===== config.mk =====
export PLATFORM = sky130hd
export DESIGN_NAME = timer_apb_master
export DESIGN_NICKNAME = d
export VERILOG_FILES = /design/src/rtl/timer_apb_master.sv
export SDC_FILE = /design/constraint.sdc
export NUM_CORES = 1
export LEC_CHECK = 0
export CAP_MARGIN = 15
export CORE_UTILIZATION = 45
export CTS_BUF_LIST = sky130_fd_sc_hd__clkbuf_4 sky130_fd_sc_hd__clkbuf_8 sky130_fd_sc_hd__clkbuf_16
export CTS_CLUSTER_DIAMETER = 40
export DETAILED_ROUTE_END_ITERATION = 8
export GPL_ROUTABILITY_DRIVEN = 0
export GPL_TIMING_DRIVEN = 0
export MAX_ROUTING_LAYER = met4
export PLACE_DENSITY_LB_ADDON = 0.05
export SLEW_MARGIN = 20
export SYNTH_ARGS = -nofsm -noshare
export SYNTH_HDL_FRONTEND = slang
export SYNTH_SLANG_ARGS = --single-unit

===== constraint.sdc =====
create_clock -name sys_clk -period 3.8 [get_ports sys_clk]
set_input_delay 0.76 -clock sys_clk [delete_from_list [all_inputs] [get_ports sys_clk]]
set_output_delay 0.76 -clock sys_clk [all_outputs]
set_load 0.02 [all_outputs]

===== src/rtl/timer_apb_master.sv =====
// Single-outstanding APB requester for the timer register block.
// Turns one host command into one APB transfer and returns a registered response pulse.
// Adds a bounded wait on pready and rejects misaligned addresses without touching the bus.
module timer_apb_master #(
  parameter int unsigned TIMEOUT_CYCLES = 16
) (
  input  logic        sys_clk,
  input  logic        sys_rst_n,
  // Host command channel
  input  logic        cmd_valid,
  output logic        cmd_ready,
  input  logic        cmd_write,
  input  logic [11:0] cmd_addr,
  input  logic [31:0] cmd_wdata,
  input  logic [3:0]  cmd_strb,
  // Host response channel
  output logic        rsp_valid,
  output logic [31:0] rsp_rdata,
  output logic        rsp_err,
  output logic        rsp_timeout,
  // APB requester towards timer_top
  output logic        tim_psel,
  output logic        tim_penable,
  output logic        tim_pwrite,
  output logic [11:0] tim_paddr,
  output logic [31:0] tim_pwdata,
  output logic [3:0]  tim_pstrb,
  input  logic [31:0] tim_prdata,
  input  logic        tim_pready,
  input  logic        tim_pslverr
);

  // Keep at least one counter bit so a disabled timeout still elaborates.
  localparam int unsigned CntW = (TIMEOUT_CYCLES == 0) ? 1 : $clog2(TIMEOUT_CYCLES + 1);
  localparam logic [CntW-1:0] CntLimit = CntW'(TIMEOUT_CYCLES);
  localparam logic [CntW-1:0] CntMax   = {CntW{1'b1}};

  typedef enum logic [1:0] {
    StIdle,
    StSetup,
    StAccess,
    StResp
  } state_e;

  state_e          state;
  logic [CntW-1:0] wait_cnt;
  logic [CntW-1:0] wait_cnt_inc;
  logic            timeout_hit;

  // Commands are only taken in IDLE and never while reset is held.
  assign cmd_ready = sys_rst_n && (state == StIdle);

  // Count of ACCESS edges without pready, including the edge being evaluated now.
  assign wait_cnt_inc = wait_cnt + CntW'(1);
  assign timeout_hit  = (TIMEOUT_CYCLES != 0) && (wait_cnt_inc == CntLimit);

  // Transfer FSM with all bus and response outputs registered.
  always_ff @(posedge sys_clk or negedge sys_rst_n) begin
    if (!sys_rst_n) begin
      state       <= StIdle;
      wait_cnt    <= '0;
      tim_psel    <= 1'b0;
      tim_penable <= 1'b0;
      tim_pwrite  <= 1'b0;
      tim_paddr   <= '0;
      tim_pwdata  <= '0;
      tim_pstrb   <= '0;
      rsp_valid   <= 1'b0;
      rsp_rdata   <= '0;
      rsp_err     <= 1'b0;
      rsp_timeout <= 1'b0;
    end else begin
      case (state)
        StIdle: begin
          if (cmd_valid) begin
            if (cmd_addr[1:0] != 2'b00) begin
              // Misaligned: answer with an error straight away, bus stays quiet.
              state       <= StResp;
              rsp_valid   <= 1'b1;
              rsp_err     <= 1'b1;
              rsp_timeout <= 1'b0;
              rsp_rdata   <= '0;
            end else begin
              state       <= StSetup;
              tim_psel    <= 1'b1;
              tim_penable <= 1'b0;
              tim_pwrite  <= cmd_write;
              tim_paddr   <= cmd_addr;
              tim_pwdata  <= cmd_write ? cmd_wdata : 32'h0;
              tim_pstrb   <= cmd_write ? cmd_strb : 4'h0;
            end
          end
        end

        StSetup: begin
          state       <= StAccess;
          tim_penable <= 1'b1;
          wait_cnt    <= '0;
        end

        StAccess: begin
          if (tim_pready) begin
            // Completion beats a timeout landing on the same edge.
            state       <= StResp;
            tim_psel    <= 1'b0;
            tim_penable <= 1'b0;
            rsp_valid   <= 1'b1;
            rsp_err     <= tim_pslverr;
            rsp_timeout <= 1'b0;
            rsp_rdata   <= (!tim_pwrite && !tim_pslverr) ? tim_prdata : 32'h0;
          end else if (timeout_hit) begin
            state       <= StResp;
            tim_psel    <= 1'b0;
            tim_penable <= 1'b0;
            rsp_valid   <= 1'b1;
            rsp_err     <= 1'b1;
            rsp_timeout <= 1'b1;
            rsp_rdata   <= '0;
          end else if (wait_cnt != CntMax) begin
            wait_cnt <= wait_cnt_inc;
          end
        end

        StResp: begin
          state       <= StIdle;
          rsp_valid   <= 1'b0;
          rsp_err     <= 1'b0;
          rsp_timeout <= 1'b0;
          rsp_rdata   <= '0;
        end

        default: begin
          state <= StIdle;
        end
      endcase
    end
  end

endmodule


==> summary.md, run 1 <==
| Metric | Value |
|---|---|
| Setup slack of the worst register-to-register path | `1.46 ns` |
| Netlist area before placement | `3800 µm²` |
| Routed len/inst | `15.6 µm` |
| Via-to-Cell Ratio | `5.01` |
| Setup repair after global routing missed its margin | `false` |
| Number of clock sinks seen by CTS | `93` |
| Number of gates given a new drive strength after cts | `0` |
| VDD IR max | `0.426 mV` |
| Final Max Slew Viols | `0` |
| HP Class | `input pin to asynchronous set/reset pin` |
| Clock root cell | `sky130_fd_sc_hd__clkbuf_8` |
| Syn. warnings | `0` |
| Syn-to-layout area delta | `54.2%` |
| Clock network power share | `16.1%` |
| DRC errors left | `0` |
| Internal Pwr Total | `2.49 mW` |
| Sequential share of the synthesized area | `61.2%` |
| Post-synthesis cell count | `330` |
| Async set-reset flop share out of synthesis | `100%` |
| Post-layout power | `3.94 mW` |
| Maximum capacitance violations | `0` |
| Transition time of the tightest slew-check pin | `0.599 ns` |
| Register bit count reported by yosys | `93` |
| Switching component of the power | `1.45 mW` |
| Synthesized net count | `423` |
| Worst reg2reg path startpoint | `wait_cnt[0]$_DFFE_PN0P_` |
| Static leakage power | `2.61 nW` |
| Outcome | `finished, final reports clean` |
| Maximum clock skew at final layout | `0.00883 ns` |
| Remaining Overflow, GRT | `0` |
| Period utilisation layout | `72.3%` |
| Signal arrival time at the worst endpoint | `1.99 ns` |
| Post-layout minimum cycle time | `2.75 ns` |
| Relative slew margins | `59.8%` |
| Count of buffers inserted at the top-level ports | `171` |
| Area contributors post-synth | `sky130_fd_sc_hd__dfrtp_1 (61%), sky130_fd_sc_hd__nand2_1 (7.5%), sky130_fd_sc_hd__o21ai_0 (5.4%), sky130_fd_sc_hd__a22o_2 (4.2%), sky130_fd_sc_hd__mux2_2 (3.8%)` |
| Number of cells on the worst reg-to-reg path | `7` |
| CORE AREA | `8220 µm²` |
| Inst Count DP | `607` |
| Hold buffer count at cts | `0` |
| Vert. Die Dim | `93.9 µm` |
| Worst slack at placement | `1.10 ns` |
| Setup Crit Path Kind | `register to output pin` |
| Count of routing violations after the opening detailed-route iteration | `94` |
| Total Routed Length | `9750 µm` |
| Number of buffers created by CTS | `9` |
| Count of cell types in the netlist | `38` |
| Combinational power share | `46.0%` |
| Total Die Area | `8820 µm²` |
| Latest clock arrival within the worst-skew pair | `0.35 ns` |
| Peak Freq | `0.364 GHz` |
| Clock transition at path regs | `0.09 ns` |
| Worst endpoint required time | `3.04 ns` |
| Post-layout net count | `606` |
| Area share of the largest cell type after synthesis | `61.2%` |
| Share of post-route cells with drive strength above 1 | `12.9%` |
| Sequential cell fraction of total power | `37.9%` |
| Final number of hold-violating endpoints | `0` |
| Io pins | `173` |
| Most common cell in the netlist | `sky130_fd_sc_hd__dfrtp_1` |
| Startpoint kind of the worst setup timing path | `register` |
| Initial Utilization | `46.3%` |
| Avg Cell Area, Syn | `11.5 µm²` |
| Final setup fails | `0` |
| Global-route wire length before repair | `15200 µm` |
| Overall global routing resource usage | `23.5%` |
| Maximum level of the CTS H-tree | `3` |
| Most area-hungry cell type in the Yosys netlist | `sky130_fd_sc_hd__dfrtp_1` |
| Peak fanout along the critical path | `8` |
| Number of flops mapped to enable cells by yosys | `0` |
| Synth Flop Type | `sky130_fd_sc_hd__dfrtp_1` |
| Buffers inserted by post-CTS timing repair | `0` |
| Number of standard cells in the layout, taps in and fillers out | `623` |
| Routed Antenna Nets | `0` |
| Die outline width | `93.9 µm` |
| Worst setup slack after layout | `1.05 ns` |
| Commonest cells in the netlist | `sky130_fd_sc_hd__dfrtp_1 (93), sky130_fd_sc_hd__nand2_1 (76), sky130_fd_sc_hd__o21ai_0 (41)` |
| First drt pass iteration count | `4` |
| Reg-to-Reg End | `tim_penable$_DFFE_PN0P_` |
| Post-place instance area | `5670 µm²` |
| Power Dens Cells | `671 nW/µm²` |
| Final-layout fill cell count | `620` |
| Detailed placement HPWL | `7200 µm` |
| Maximum number of pins on one net before global-route repair | `52` |
| Crit end category | `output pin` |
| Switch share | `36.8%` |
| Via count | `3120` |
| Final design area excluding fillers | `5860 µm²` |
| Via count of the first global-routing pass | `3059` |
| Initial antenna violation count | `0` |
| Maximum clock insertion buffer count | `2` |
| End-of-flow core utilization | `71.4%` |
| Number of rows in the core area | `33` |
| Antenna Diode Count | `0` |
| CTS tree | `built` |
[cells in the final DEF, fill, tap and decap left out, types with 2 or more instances in the layout]
cell / instances
sky130_fd_sc_hd__and2_1: 4
sky130_fd_sc_hd__dfrtp_1: 93
sky130_fd_sc_hd__ha_1: 7
sky130_fd_sc_hd__nand2_1: 76
sky130_fd_sc_hd__a22o_1: 16
sky130_fd_sc_hd__nor2_1: 2
sky130_fd_sc_hd__inv_1: 8
sky130_fd_sc_hd__a21oi_1: 4
sky130_fd_sc_hd__nand3_1: 8
sky130_fd_sc_hd__a22o_2: 16
sky130_fd_sc_hd__clkbuf_1: 11
sky130_fd_sc_hd__mux2_2: 13
sky130_fd_sc_hd__buf_6: 5
sky130_fd_sc_hd__clkdlybuf4s50_1: 170
sky130_fd_sc_hd__inv_6: 2
sky130_fd_sc_hd__buf_2: 4
sky130_fd_sc_hd__clkbuf_8: 11
sky130_fd_sc_hd__o21ai_0: 41
[per-stage QoR]
| step | hold WS [ns] | TNS [ns] |
|---|---|---|
| final | 0.323 | 0 |
| after global routing | 0.331 | 0 |
| after CTS | 0.319 | 0 |
| after detailed placement | 0.469 | 0 |
| after global placement | 0.461 | -140.57 |
| after floorplan | 0.464 | 0 |
[state kept, by name, summed over array words and instances (netlist names)]
name and cells:
tim_paddr 12, rsp_timeout 1, tim_penable 1, rsp_err 1
tim_psel 1, tim_pstrb 4, tim_pwrite 1, rsp_valid 1
rsp_rdata 32, state 2, tim_pwdata 32, wait_cnt 5
[layout make-up]
class                           count  area [µm²]  area share, %
Clock buffer                       12         159           2.71
Sequential cell                    93        2330           39.7
Timing Repair Buffer              172        1740           29.7
Buffer                             21         119           2.03
Clock inverter                      4        30.0          0.512
Multi-Input combinational cell    208        1330           22.6
Inverter                            8        30.0          0.512
Tap cell                          105         131           2.24
[cell families after synthesis]
logic type | Yosys count | share of synthesized area [%]
buffers and inverters | 29 | 3.92
flip-flops | 93 | 61.2
multiplexers | 15 | 4.41
adder cells (fa/ha/maj) | 7 | 2.30
AO/OA/AOI/OAI | 88 | 16.7
AND/OR/NAND/NOR | 97 | 11.3
XOR/XNOR | 1 | 0.230
[worst max-delay path by stage]
stage                                 start                      end  slack, ns  cells after the start
global placement                  sys_rst_n                cmd_ready      -2.29                      3
finish                 state[0]$_DFFE_PN0P_                cmd_ready       1.05                      5
global route           state[0]$_DFFE_PN0P_                cmd_ready       0.92                      5
CTS                    state[0]$_DFFE_PN0P_                cmd_ready       1.02                      5
floorplan           wait_cnt[0]$_DFFE_PN0P_  tim_penable$_DFFE_PN0P_       1.64                      7
detailed placement                sys_rst_n                cmd_ready       1.10                      3
[routing by layer]
layer	global-route usage [%]	vias to the layer above	wire length, µm
met4	7.69	0	120
met1	29.9	1492	4270
met2	36.6	108	4650
met3	6.07	12	696
met5	-	-	0
li1	-	1508	-
[power by group through the flow]
stage	clock network, mW	registers [mW]	logic (mW)
2_1_floorplan	0	1.86	0.584
3_3_place_gp	0	1.50	1.78
3_5_place_dp	0	1.51	1.82
4_1_cts	0.644	1.49	1.83
5_1_grt	0.688	1.54	1.95
6_report	0.633	1.49	1.81
[critical path, cell delays in order (launching register included)]
cell	delay, ns
sky130_fd_sc_hd__dfrtp_1	0.44
sky130_fd_sc_hd__inv_1	0.11
sky130_fd_sc_hd__ha_1	0.15
sky130_fd_sc_hd__clkbuf_2	0.19
sky130_fd_sc_hd__and2_1	0.15
sky130_fd_sc_hd__clkdlybuf4s50_1	0.60
No activity file was read; power rests on OpenSTA's default activity.
==> run 2, diff against run 1 <==
- CORE_UTILIZATION: 45 -> 42
- clock period: 3.8 -> 2.8 ns (I/O delays scaled with it)
==> summary.md, run 2 (synthesis gave the netlist of run 1 again) <==
| Metric | Value |
|---|---|
| Worst endpoint required time | `2.24 ns (was 3.04 ns)` |
| Initial Utilization | `43.4% (was 46.3%)` |
| Final-layout fill cell count | `713 (was 620)` |
| HP Class | `input pin to asynchronous set/reset pin (unchanged)` |
| VDD IR max | `0.582 mV (was 0.426 mV)` |
| Multi-input gate area in the final layout | `1330 µm² (unchanged)` |
| Maximum capacitance violations | `0 (unchanged)` |
| Share of post-route cells with drive strength above 1 | `12.9% (unchanged)` |
| Total Routed Length | `9870 µm (was 9750 µm)` |
| CORE AREA | `8760 µm² (was 8220 µm²)` |
| Most frequent standard cell in the layout excluding fill and tap cells | `sky130_fd_sc_hd__clkdlybuf4s50_1 (unchanged)` |
| Hold Slack | `0.0895 ns (was 0.323 ns)` |
| Signal arrival time at the worst endpoint | `1.94 ns (was 1.99 ns)` |
| Startpoint kind of the worst setup timing path | `register (unchanged)` |
| Crit end category | `output pin (unchanged)` |
| Via count | `3157 (was 3120)` |
| Number of clock sinks seen by CTS | `93 (unchanged)` |
| Worst slack at placement | `0.402 ns (was 1.10 ns)` |
| Post-layout minimum cycle time | `2.50 ns` |
| Die outline width | `97.2 µm (was 93.9 µm)` |
| Maximum clock insertion buffer count | `2 (unchanged)` |
| Post-place instance area | `5680 µm² (was 5670 µm²)` |
| Number of gates given a new drive strength after cts | `0 (unchanged)` |
| Hold buffer count at cts | `0 (unchanged)` |
| Inst Count DP | `610 (was 607)` |
| Maximum clock skew at final layout | `0.00940 ns (was 0.00883 ns)` |
| Clock root cell | `sky130_fd_sc_hd__clkbuf_8 (unchanged)` |
| Vert. Die Dim | `97.2 µm (was 93.9 µm)` |
| Io pins | `173 (unchanged)` |
| Final setup fails | `0 (unchanged)` |
| Relative slew margins | `60.9% (was 59.8%)` |
| Syn-to-layout area delta | `54.2% (unchanged)` |
| Overall global routing resource usage | `22.2% (was 23.5%)` |
| Final number of hold-violating endpoints | `0 (unchanged)` |
| CTS tree | `built (unchanged)` |
| Power Dens Cells | `907 nW/µm² (was 671 nW/µm²)` |
| Routed len/inst | `15.8 µm (was 15.6 µm)` |
| Initial antenna violation count | `0 (unchanged)` |
| Detailed placement HPWL | `7350 µm (was 7200 µm)` |
| Count of buffers inserted at the top-level ports | `171 (unchanged)` |
| Post-layout net count | `606 (unchanged)` |
| Transition time of the tightest slew-check pin | `0.583 ns (was 0.599 ns)` |
| Outcome | `finished, final reports clean (unchanged)` |
| Antenna Diode Count | `0 (unchanged)` |
| Final design area excluding fillers | `5860 µm² (unchanged)` |
| Number of buffers created by CTS | `9 (unchanged)` |
| Number of standard cells in the layout, taps in and fillers out | `626 (was 623)` |
| Buffers inserted by post-CTS timing repair | `0 (unchanged)` |
| Largest registers | `rsp_rdata x32, tim_pwdata x32, tim_paddr x12 (unchanged)` |
| Maximum level of the CTS H-tree | `3 (unchanged)` |
| Setup repair after global routing missed its margin | `false (unchanged)` |
| Via count of the first global-routing pass | `3158 (was 3059)` |
| Remaining Overflow, GRT | `0 (unchanged)` |
| Global-route wire length before repair | `16100 µm (was 15200 µm)` |
| Highest-count cells in the layout ignoring fill and taps | `sky130_fd_sc_hd__clkdlybuf4s50_1 (170), sky130_fd_sc_hd__dfrtp_1 (93), sky130_fd_sc_hd__nand2_1 (76) (unchanged)` |
| Worst setup slack after layout | `0.299 ns (was 1.05 ns)` |
| Sequential cell area | `2330 µm² (unchanged)` |
| Latest clock arrival within the worst-skew pair | `0.35 ns (about the same)` |
| Peak Freq | `0.400 GHz` |
| Peak fanout along the critical path | `8 (unchanged)` |
| Period utilisation layout | `89.3%` |
| Static leakage power | `2.61 nW (about the same)` |
| Number of rows in the core area | `34 (was 33)` |
| Maximum number of pins on one net before global-route repair | `59 (was 52)` |
| Via-to-Cell Ratio | `5.04 (was 5.01)` |
| Clock transition at path regs | `0.09 ns (about the same)` |
| Final Max Slew Viols | `0 (unchanged)` |
| Routed Antenna Nets | `0 (unchanged)` |
| DRC errors left | `0 (unchanged)` |
| Count of routing violations after the opening detailed-route iteration | `92 (was 94)` |
| First drt pass iteration count | `4 (unchanged)` |
| Total Die Area | `9440 µm² (was 8820 µm²)` |
| Setup Crit Path Kind | `register to output pin (unchanged)` |
-- run 2: worst paths after layout --
path	slack, ns	endpoint	from	cells after the start
hold reg to reg	0.48	tim_pwdata[16]$_DFFE_PN0P_	tim_pwdata[16]$_DFFE_PN0P_	2
setup / recovery	0.30	cmd_ready	state[0]$_DFFE_PN0P_	5
hold / removal	0.09	rsp_rdata[10]$_DFFE_PN0P_	sys_rst_n	1
min in group sys_clk	0.48	tim_pwdata[16]$_DFFE_PN0P_	tim_pwdata[16]$_DFFE_PN0P_	2
max in group asynchronous	2.11	tim_pwdata[18]$_DFFE_PN0P_	sys_rst_n	2
setup reg to reg	0.43	tim_penable$_DFFE_PN0P_	wait_cnt[0]$_DFFE_PN0P_	7
-- run 2: metrics by stage --
stage	util, %	setup TNS, ns	power [mW]
after floorplan	-	0	3.32
after global placement	64.5	-216.67	4.45
after detailed placement	64.8	0	4.52
after CTS	66.9	0	5.37
after global routing	66.9	0	5.65
final	66.9	0	5.32
-- run 2: layout make-up --
class | instances | area share, %
Buffer | 21 | 2.03
Clock buffer | 11 | 2.58
Clock inverter | 5 | 0.576
Inverter | 8 | 0.512
Multi-Input combinational cell | 208 | 22.6
Sequential cell | 93 | 39.7
Tap cell | 108 | 2.30
Timing Repair Buffer | 172 | 29.7
-- run 2: per-layer routing --
metal	GRT usage, %	share of wire [%]	vias to the layer above
met1	30.2	46	1516
met4	7.46	1.8	0
li1	-	-	1500
met2	33.3	47	125
met3	4.75	5.3	16
met5	-	0	-
-- run 2: power breakdown --
part           total, mW  switching [mW]  internal (mW)
logic               2.45            1.24           1.21
registers           2.03           0.254           1.77
clock network      0.840           0.468          0.372
-- run 2: critical path, stage by stage, from the launching register on --
cell	delay, ns
sky130_fd_sc_hd__dfrtp_1	0.44
sky130_fd_sc_hd__inv_1	0.10
sky130_fd_sc_hd__ha_1	0.14
sky130_fd_sc_hd__clkbuf_2	0.18
sky130_fd_sc_hd__and2_1	0.14
sky130_fd_sc_hd__clkdlybuf4s50_1	0.59
==> run 3, diff against run 2 <==
- CORE_MARGIN: unset -> 2
==> summary.md, run 3 (synthesis gave the netlist of run 1 again) <==
| Metric | Value |
|---|---|
| Outcome | `finished, final reports clean (unchanged)` |
| Antenna Diode Count | `0 (unchanged)` |
| Routed len/inst | `15.8 µm (about the same)` |
| Io pins | `173 (unchanged)` |
| Crit end category | `output pin (unchanged)` |
| Most frequent standard cell in the layout excluding fill and tap cells | `sky130_fd_sc_hd__clkdlybuf4s50_1 (unchanged)` |
| Number of buffers created by CTS | `9 (unchanged)` |
| DRC errors left | `0 (unchanged)` |
| Hold buffer count at cts | `0 (unchanged)` |
| Post-layout net count | `606 (unchanged)` |
| Number of gates given a new drive strength after cts | `0 (unchanged)` |
| Overall global routing resource usage | `20.9% (was 22.2%)` |
| Setup Crit Path Kind | `register to output pin (unchanged)` |
| Initial Utilization | `43.4% (unchanged)` |
| Inst Count DP | `610 (unchanged)` |
| Count of routing violations after the opening detailed-route iteration | `72 (was 92)` |
| Worst setup slack after layout | `0.273 ns (was 0.299 ns)` |
| Startpoint kind of the worst setup timing path | `register (unchanged)` |
| Period utilisation layout | `90.3% (was 89.3%)` |
| Number of cells on the worst reg-to-reg path | `7 (unchanged)` |
| Initial antenna violation count | `0 (unchanged)` |
| Largest registers | `rsp_rdata x32, tim_pwdata x32, tim_paddr x12 (unchanged)` |
| HP Class | `input pin to asynchronous set/reset pin (unchanged)` |
| Syn-to-layout area delta | `55.1% (was 54.2%)` |
| Final design area excluding fillers | `5900 µm² (was 5860 µm²)` |
| Setup TNS | `0 ns (unchanged)` |
| Timing endpoint of the critical path | `cmd_ready (unchanged)` |
| CORE AREA | `8760 µm² (unchanged)` |
| Setup slack of the worst register-to-register path | `0.47 ns (was 0.43 ns)` |
| Delay of the slowest critical-path stage | `0.60 ns (was 0.59 ns)` |
| Reg-to-Reg End | `tim_penable$_DFFE_PN0P_ (unchanged)` |
| First drt pass iteration count | `4 (unchanged)` |
| Via-to-Cell Ratio | `5.08 (was 5.04)` |
| Post-place instance area | `5680 µm² (unchanged)` |
| Via count of the first global-routing pass | `3203 (was 3158)` |
| CTS tree | `built (unchanged)` |
| Die outline width | `99.2 µm (was 97.2 µm)` |
| Clock root cell | `sky130_fd_sc_hd__clkbuf_8 (unchanged)` |
| Final Max Slew Viols | `0 (unchanged)` |
| Vert. Die Dim | `99.2 µm (was 97.2 µm)` |
| Final setup fails | `0 (unchanged)` |
| Number of standard cells in the layout, taps in and fillers out | `626 (unchanged)` |
| Detailed placement HPWL | `7500 µm (was 7350 µm)` |
| Number of clock sinks seen by CTS | `93 (unchanged)` |
| Via count | `3183 (was 3157)` |
| Maximum capacitance violations | `0 (unchanged)` |
| Peak Freq | `0.396 GHz (was 0.400 GHz)` |
| Buffers inserted by post-CTS timing repair | `0 (unchanged)` |
| Maximum number of pins on one net before global-route repair | `49 (was 59)` |
| Static leakage power | `2.63 nW (was 2.61 nW)` |
| Worst slack at placement | `0.416 ns (was 0.402 ns)` |
| Peak fanout along the critical path | `8 (unchanged)` |
| Post-layout minimum cycle time | `2.53 ns (was 2.50 ns)` |
| VDD IR max | `0.572 mV (was 0.582 mV)` |
| Worst reg2reg path startpoint | `wait_cnt[0]$_DFFE_PN0P_ (unchanged)` |
| Total Routed Length | `9880 µm (was 9870 µm)` |
| Worst endpoint required time | `2.24 ns (about the same)` |
| Setup repair after global routing missed its margin | `false (unchanged)` |
| Maximum clock insertion buffer count | `2 (unchanged)` |
| Cell breakdown of the critical path | `inv_1 > ha_1 > clkbuf_2 > and2_1 > clkdlybuf4s50_1 (unchanged)` |
| Transition time of the tightest slew-check pin | `0.581 ns (was 0.583 ns)` |
| Total Die Area | `9830 µm² (was 9440 µm²)` |
| Remaining Overflow, GRT | `0 (unchanged)` |
| Share of post-route cells with drive strength above 1 | `12.9% (unchanged)` |
| Final number of hold-violating endpoints | `0 (unchanged)` |
| Final-layout fill cell count | `693 (was 713)` |
| Count of buffers inserted at the top-level ports | `171 (unchanged)` |
| Clock transition at path regs | `0.09 ns (about the same)` |
| Number of rows in the core area | `34 (unchanged)` |
| Maximum level of the CTS H-tree | `3 (unchanged)` |
| Highest-count cells in the layout ignoring fill and taps | `sky130_fd_sc_hd__clkdlybuf4s50_1 (170), sky130_fd_sc_hd__dfrtp_1 (93), sky130_fd_sc_hd__nand2_1 (76) (unchanged)` |
| CP max stage cell | `sky130_fd_sc_hd__clkdlybuf4s50_1 (unchanged)` |
| Routed Antenna Nets | `0 (unchanged)` |
| Latest clock arrival within the worst-skew pair | `0.35 ns (about the same)` |
| Relative slew margins | `61.1% (was 60.9%)` |
| Power Dens Cells | `923 nW/µm² (was 907 nW/µm²)` |
| Global-route wire length before repair | `16000 µm (was 16100 µm)` |
| Launch point of the worst path | `state[0]$_DFFE_PN0P_ (unchanged)` |
| Maximum clock skew at final layout | `0.00985 ns (was 0.00940 ns)` |
| Signal arrival time at the worst endpoint | `1.97 ns (was 1.94 ns)` |
-- run 3: changes by cell type in the layout (fill, tap and decap cells not counted), sizes merged --
| cell | before | now |
|---|---|---|
| bufinv | 0 | 2 |
| clkbuf | 23 | 24 |
| inv | 9 | 8 |
| clkinvlp | 2 | 1 |
| clkinv | 2 | 1 |
-- run 3: how the worst min path moves through the flow --
stage / end / start / slack (ns)
after global routing: rsp_rdata[13]$_DFFE_PN0P_ / sys_rst_n / 0.15
after detailed placement: tim_pwdata[18]$_DFFE_PN0P_ / tim_pwdata[18]$_DFFE_PN0P_ / 0.47
final: rsp_rdata[5]$_DFFE_PN0P_ / sys_rst_n / 0.13
after CTS: rsp_rdata[5]$_DFFE_PN0P_ / sys_rst_n / 0.13
after floorplan: rsp_err$_DFFE_PN0P_ / sys_rst_n / 0.26
after global placement: tim_pwdata[16]$_DFFE_PN0P_ / tim_pwdata[16]$_DFFE_PN0P_ / 0.46
-- run 3: routing by layer --
metal / GRT usage (%) / vias to the layer above / part of all wire [%]
met2: 32.1 / 115 / 48
met1: 28.2 / 1550 / 45
met4: 7.06 / 0 / 1.5
li1: - / 1504 / -
met5: - / - / 0
met3: 4.01 / 14 / 5.8
-- run 3: worst max-delay path: cells and delay by family, from the launching register on --
family	cells	cell delay, ns
simple gates	1	0.14
buf+inv	3	0.90
fa+ha+maj	1	0.14
flops	1	0.44
-- run 3: final cells by class --
| cell class | count | area (µm²) | share of cell area (%) |
|---|---|---|---|
| Sequential cell | 93 | 2330 | 39.5 |
| Timing Repair Buffer | 172 | 1740 | 29.5 |
| Multi-Input combinational cell | 208 | 1330 | 22.5 |
| Clock buffer | 12 | 146 | 2.48 |
| Tap cell | 108 | 135 | 2.29 |
| Buffer | 21 | 119 | 2.02 |
| Clock inverter | 4 | 72.6 | 1.23 |
| Inverter | 8 | 30.0 | 0.509 |
-- run 3: where the power goes --
part | switching [mW] | internal, mW
registers | 0.258 | 1.77
logic | 1.23 | 1.21
clock network | 0.440 | 0.532
total | 1.93 | 3.52
-- run 3: per-stage QoR --
| stage | power (mW) | hold WS (ns) | utilization (%) |
|---|---|---|---|
| final | 5.45 | 0.130 | 67.3 |
| after detailed placement | 4.52 | 0.469 | 64.8 |
| after global placement | 4.46 | 0.462 | 64.5 |
| after CTS | 5.51 | 0.132 | 67.3 |
| after floorplan | 3.32 | 0.264 | - |
| after global routing | 5.78 | 0.150 | 67.3 |
